File: config.mk
export PLATFORM = sky130hd
export DESIGN_NAME = apb_completer_regs_flat
export DESIGN_NICKNAME = d
export VERILOG_FILES = /design/src/rtl/apb_completer_regs_if.sv /design/src/rtl/apb_completer_regs.sv /design/src/flat_wrapper.sv
export SDC_FILE = /design/constraint.sdc
export NUM_CORES = 1
export LEC_CHECK = 0
export CORE_MARGIN = 2
export CORE_UTILIZATION = 35
export DETAILED_ROUTE_END_ITERATION = 8
export HOLD_SLACK_MARGIN = 0.12
export PLACE_DENSITY = 0.68
export REMOVE_ABC_BUFFERS = 1
export SYNTH_ARGS = -nofsm -noshare
export SYNTH_HDL_FRONTEND = slang
export SYNTH_SLANG_ARGS = --single-unit
File: constraint.sdc
create_clock -name clk -period 2.59 [get_ports clk]
set_clock_uncertainty 0.1 [all_clocks]
set_input_delay 0.777 -clock clk [delete_from_list [all_inputs] [get_ports clk]]
set_output_delay 0.777 -clock clk [all_outputs]
set_load 0.005 [all_outputs]
File: src/rtl/apb_completer_regs_if.sv
// ============================================================================
// apb_completer_regs_if : APB3 bus bundle between requester and completer
// Revision 1.0
// ============================================================================
`default_nettype none

interface apb_completer_regs_if;
  logic        psel;
  logic        penable;
  logic        pwrite;
  logic [31:0] paddr;
  logic [31:0] pwdata;
  logic [31:0] prdata;
  logic        pready;
  logic        pslverr;

  modport master (
    output psel, penable, pwrite, paddr, pwdata,
    input  prdata, pready, pslverr
  );

  modport slave (
    input  psel, penable, pwrite, paddr, pwdata,
    output prdata, pready, pslverr
  );
endinterface

`default_nettype wire

File: src/rtl/apb_completer_regs.sv
// ============================================================================
// apb_completer_regs : APB3 completer with a read/write register bank,
//                      programmable wait states and pslverr decode.
// Revision 1.0
// ============================================================================
`default_nettype none

module apb_completer_regs #(
  parameter int          NUM_REGS    = 16,
  parameter int          WAIT_STATES = 0,
  parameter logic [31:0] RESET_VAL   = 32'h0
) (
  input  wire logic               clk,
  input  wire logic               rst,
  apb_completer_regs_if.slave     bus,
  output logic [32*NUM_REGS-1:0]  regs_q
);

  localparam int         IDX_W       = (NUM_REGS > 1) ? $clog2(NUM_REGS) : 1;
  localparam logic [0:0] S_IDLE      = 1'b0;
  localparam logic [0:0] S_ACCESS    = 1'b1;
  localparam logic [3:0] C_WAIT      = 4'(WAIT_STATES);
  localparam logic       C_ZERO_WAIT = (WAIT_STATES == 0);

  logic [0:0]  r_state;
  logic [3:0]  r_cnt;
  logic [31:0] r_addr;
  logic        r_write;
  logic [31:0] r_wdata;
  logic [31:0] r_prdata;
  logic        r_pready;
  logic        r_pslverr;
  logic [31:0] r_regs [NUM_REGS];

  logic             w_err_bus;
  logic             w_err_lat;
  logic [IDX_W-1:0] w_idx_bus;
  logic [IDX_W-1:0] w_idx_lat;
  logic [31:0]      w_rd_bus;
  logic [31:0]      w_rd_lat;

  function automatic logic f_err(input logic [31:0] a);
    return (a[1:0] != 2'b00) || ({2'b00, a[31:2]} >= 32'(NUM_REGS));
  endfunction

  // Zero-wait transfers complete off the live setup-phase address; all
  // others complete off the latched copy.
  assign w_err_bus = f_err(bus.paddr);
  assign w_err_lat = f_err(r_addr);
  assign w_idx_bus = bus.paddr[IDX_W+1:2];
  assign w_idx_lat = r_addr[IDX_W+1:2];
  assign w_rd_bus  = w_err_bus ? 32'h0 : r_regs[w_idx_bus];
  assign w_rd_lat  = w_err_lat ? 32'h0 : r_regs[w_idx_lat];

  always_ff @(posedge clk or negedge rst) begin
    if (!rst) begin
      r_state   <= S_IDLE;
      r_cnt     <= 4'd0;
      r_addr    <= 32'h0;
      r_write   <= 1'b0;
      r_wdata   <= 32'h0;
      r_prdata  <= 32'h0;
      r_pready  <= 1'b0;
      r_pslverr <= 1'b0;
      for (int i = 0; i < NUM_REGS; i++) begin
        r_regs[i] <= RESET_VAL;
      end
    end else if (r_state == S_IDLE) begin
      r_prdata  <= 32'h0;
      r_pready  <= 1'b0;
      r_pslverr <= 1'b0;
      if (bus.psel && !bus.penable) begin
        r_addr   <= bus.paddr;
        r_write  <= bus.pwrite;
        r_wdata  <= bus.pwdata;
        r_cnt    <= C_WAIT;
        r_state  <= S_ACCESS;
        r_pready <= C_ZERO_WAIT;
        if (C_ZERO_WAIT) begin
          r_pslverr <= w_err_bus;
          r_prdata  <= w_rd_bus;
        end
      end
    end else begin
      if (!bus.psel) begin
        // Requester abandoned the transfer: drop it without touching the bank.
        r_state   <= S_IDLE;
        r_pready  <= 1'b0;
        r_pslverr <= 1'b0;
        r_prdata  <= 32'h0;
      end else if (bus.penable) begin
        if (r_pready) begin
          if (r_write && !w_err_lat) begin
            r_regs[w_idx_lat] <= r_wdata;
          end
          r_state   <= S_IDLE;
          r_pready  <= 1'b0;
          r_pslverr <= 1'b0;
          r_prdata  <= 32'h0;
        end else begin
          r_cnt <= r_cnt - 4'd1;
          if (r_cnt == 4'd1) begin
            r_pready  <= 1'b1;
            r_pslverr <= w_err_lat;
            r_prdata  <= w_rd_lat;
          end
        end
      end
    end
  end

  assign bus.prdata  = r_prdata;
  assign bus.pready  = r_pready;
  assign bus.pslverr = r_pslverr;

  generate
    for (genvar g = 0; g < NUM_REGS; g++) begin : g_regs
      assign regs_q[32*g +: 32] = r_regs[g];
    end
  endgenerate

endmodule

`default_nettype wire
File: src/flat_wrapper.sv
// flat-port wrapper written by rule: the top's interface ports become plain ports
module apb_completer_regs_flat 
#(
  parameter int          NUM_REGS    = 16,
  parameter int          WAIT_STATES = 0,
  parameter logic [31:0] RESET_VAL   = 32'h0
)
  (clk, rst, regs_q, bus_psel, bus_penable, bus_pwrite, bus_paddr, bus_pwdata, bus_prdata, bus_pready, bus_pslverr);
  apb_completer_regs_if bus_i ();
  input  wire logic clk;
  input  wire logic rst;
  output logic [32*NUM_REGS-1:0] regs_q;
  input wire logic [$bits(bus_i.psel)-1:0] bus_psel;
  input wire logic [$bits(bus_i.penable)-1:0] bus_penable;
  input wire logic [$bits(bus_i.pwrite)-1:0] bus_pwrite;
  input wire logic [$bits(bus_i.paddr)-1:0] bus_paddr;
  input wire logic [$bits(bus_i.pwdata)-1:0] bus_pwdata;
  output wire logic [$bits(bus_i.prdata)-1:0] bus_prdata;
  output wire logic [$bits(bus_i.pready)-1:0] bus_pready;
  output wire logic [$bits(bus_i.pslverr)-1:0] bus_pslverr;
  assign bus_i.psel = bus_psel;
  assign bus_i.penable = bus_penable;
  assign bus_i.pwrite = bus_pwrite;
  assign bus_i.paddr = bus_paddr;
  assign bus_i.pwdata = bus_pwdata;
  assign bus_prdata = bus_i.prdata;
  assign bus_pready = bus_i.pready;
  assign bus_pslverr = bus_i.pslverr;
  apb_completer_regs #(.NUM_REGS(NUM_REGS), .WAIT_STATES(WAIT_STATES), .RESET_VAL(RESET_VAL)) u_core (.clk(clk), .rst(rst), .bus(bus_i), .regs_q(regs_q));
endmodule
==> out/metrics.cfg, run 1 <==
[global_route]
grt_use_total_pct=25.1
antenna_found_initial=3
grt_first_pass_wirelength_um=176000
grt_overflow=0
grt_max_degree=90
grt_pass1_vias=24400

[setup_path]
required_ns=1.71
worstSetupStartpointType=flip-flop
crit_chain=clkdlybuf4s50_1
critPathMaxStageDelay_ns=0.62
crit_path_max_fanout=4
crit_path_end_kind=output pin
path_buf_inv=1
worstSetupPathType=reg2out
crit_slowest_cell=clkdlybuf4s50_1
cpLargestDelayFamily=buffers and inverters
arrival_ns=1.68

[power_and_ir_drop]
vdd_drop_max_uv=428
power.internal_mw=17.5
p_per_area_nw_per_um2=546
pwr-share-clk_pct=45.9
switching_share_pct=27.2
p_total_mw=24.1
p_leak_nw=19.9
pwr-share-comb_pct=10.6
switchingPower_mw=6.54
power_frac_seq_pct=43.5

[synthesis]
yosysUniqueCellTypes=43
async_flop_share_pct=100
synth_seq_cells=616
synth_edf_count=0
synthCells=2076
ys_seq_area_share_pct=47.3
yosysWarnings=0
synth.avg_cell_area_sq_um=15.7
ys.flop_type=dfrtp_1
mappedNetlistArea_sq_um=32600

[cells_and_area]
stdcell_count=4032
finalNetCount=2800
design_area_sq_um=44100
syn2layout_area_growth_pct=35.3
drive_gt1_share_pct=42.0

[floorplanning]
design.core.area_sq_um=91900
io_pins=615
initial_core_util_pct=35.5
die_x_um=309
rows=111
dieArea_sq_um=95600
die-height_um=309

[place]
placed_cells=3889
dp_hpwl_um=86800
port_buffers=614
gp_congestion=0.916
dp_slack_ns=-0.745
placed_area_sq_um=41400

[timing]
final.setup.tns_ns=0
worst_slack_ns=0.0323
finalMaxSlewViolations=0
setup_violations=0
rsz0062_at_grt=yes
worstMarginPinSlew_ns=0.757
final-hold-violation-count=0
fmax_mhz=391
period_needed_ns=2.56
maxSlewHeadroom_pct=49.6
fin_crit_sh_pct=98.8

[routing]
via_per_inst=5.81
wl_um=122000
antenna_left=0
wl_per_cell_um=30.3
drtIter0Drc=2184
vias=23400
first_pass_iters=5
drc=0

[clocking]
cts_sinks=616
cts_tree=built
numCtsBuffers=73
clk_latency_ns=0.63
htreeDepth=3
cts-root-buf=clkbuf_16
clockBufferDepth=3
clk_pin_slew_ns=0.06

[min_path]
hp-class=reg2reg

[flow_run]
maxCapViolations=0

[outcome]
status=finished clean

==> registers in the layout (all words and copies together), names as in the netlist <==
register,count
u_core.r_cnt,4
u_core.r_addr,32
u_core.bus.prdata,32
u_core.r_write,1
u_core.bus.pslverr,1
u_core.regs_q,512
u_core.r_state,1
u_core.bus.pready,1
u_core.r_wdata,32
==> power by group through the flow <==
stage / Clock, mW / Combinational, mW / Sequential [mW]
detailed placement: 0 / 2.56 / 10.6
CTS: 11.2 / 2.57 / 10.5
global placement: 0 / 2.52 / 10.6
global route: 11.6 / 2.72 / 10.5
floorplan: 0 / 1.01 / 10.7
finish: 11.1 / 2.56 / 10.5
==> synth_stat cells (2+ instances only) <==
cell type | n | area, sq um
nand2_1 | 19 | 71.3
nor4_4 | 15 | 319
a211oi_1 | 32 | 240
a221o_1 | 31 | 310
nand3_1 | 4 | 20.0
mux4_2 | 223 | 5020
a22o_1 | 3 | 26.3
inv_1 | 4 | 15.0
nand2b_1 | 32 | 200
or4_1 | 5 | 37.5
nor2b_1 | 34 | 213
o21ai_0 | 5 | 25.0
nand3b_1 | 4 | 30.0
nor4_1 | 8 | 50.1
a21oi_1 | 33 | 165
mux2i_1 | 66 | 661
and3_1 | 4 | 25.0
buf_2 | 67 | 335
ha_1 | 2 | 25.0
and2_1 | 2 | 12.5
buf_1 | 8 | 30.0
clkbuf_1 | 87 | 327
buf_4 | 9 | 67.6
mux2_1 | 41 | 462
dfrtp_1 | 616 | 15400
and4_1 | 2 | 17.5
nor4_2 | 4 | 50.1
nor2_1 | 3 | 11.3
buf_6 | 36 | 405
mux2_4 | 150 | 2250
a221oi_1 | 63 | 552
mux2_2 | 452 | 5090
nor3b_1 | 2 | 15.0
==> layout make-up <==
type,count,area [sq um]
Tap cell,1243,1560
Antenna cell,1,2.50
Timing Repair Buffer,785,8440
Fill cell,7895,47800
Inverter,4,15.0
Sequential cell,616,15400
Clock buffer,97,2060
Clock inverter,37,524
Multi-Input combinational cell,1249,16100
==> logic make-up after synthesis <==
logic type / count (synthesis) / synth area share [%]
AOI/OAI and AO/OA: 172 / 4.18
buffers and inverters: 211 / 3.62
and+or+nand+nor: 143 / 3.46
adders and majority gates: 2 / 0.0768
DFF: 616 / 47.3
muxes: 932 / 41.4
==> metrics by stage <==
step	util [%]	hold WS [ns]
after global placement	45.0	0.395
after CTS	47.8	0.413
after global routing	48.0	0.428
final	48.0	0.409
after detailed placement	45.0	0.399
after floorplan	-	0.373
==> layer usage <==
metal | up-vias | part of all wire [%] | global-route usage (%)
li1 | 9403 | - | -
met1 | 12500 | 40 | 33.3
met2 | 1253 | 47 | 39.9
met3 | 249 | 8.6 | 6.08
met4 | 4 | 4.0 | 9.52
met5 | - | 0.019 | 0
==> final timing paths <==
path | cells past startpoint | slack [ns] | end | startpoint
max | 1 | 0.03 | regs_q[310] | u_core.regs_q[310]
min | 1 | 0.41 | u_core.r_write | u_core.r_write
max reg2reg | 6 | 0.04 | u_core.regs_q[275] | u_core.r_addr[20]
min reg2reg | 1 | 0.41 | u_core.r_write | u_core.r_write
max in group asynchronous | 3 | 0.79 | u_core.regs_q[457] | rst
min in group asynchronous | 2 | 0.56 | u_core.r_wdata[24] | rst
==> timing repair <==
action	4_1_cts	5_1_grt
buffers inserted	1	4
cloned	0	2
hold endpoints to repair	16	0
pin swaps	1	7
endpoints found under the setup margin	49	172
hold buffers	1	0
resized for setup	17	24
==> layout by cell type (no fill, tap or decap), drive strengths merged, types with 5 or more instances in the layout <==
| cell | count |
|---|---|
| nand3 | 5 |
| nand2b | 32 |
| a211oi | 32 |
| nor2b | 34 |
| clkdlybuf4s50 | 585 |
| nand3b | 5 |
| clkbuf | 99 |
| clkinv | 15 |
| or4 | 5 |
| nor4 | 27 |
| mux2i | 66 |
| a221o | 31 |
| dfrtp | 616 |
| mux2 | 643 |
| a21oi | 33 |
| mux4 | 223 |
| inv | 10 |
| dlygate4sd2 | 12 |
| bufinv | 9 |
| clkinvlp | 7 |
| dlymetal6s2s | 12 |
| o21ai | 5 |
| nand2 | 19 |
| buf | 173 |
| a221oi | 63 |
Power figures use the tool's default switching activity.
==> run 2, diff against run 1 <==
--- a/config.mk
+++ b/config.mk
@@ -7,6 +7,7 @@
 export LEC_CHECK = 0
 export CORE_MARGIN = 2
 export CORE_UTILIZATION = 35
+export CTS_CLUSTER_SIZE = 25
 export DETAILED_ROUTE_END_ITERATION = 8
 export HOLD_SLACK_MARGIN = 0.12
 export PLACE_DENSITY = 0.68
==> results of run 2 <==
No change in the layout: final DEF, timing and power equal those of run 1.
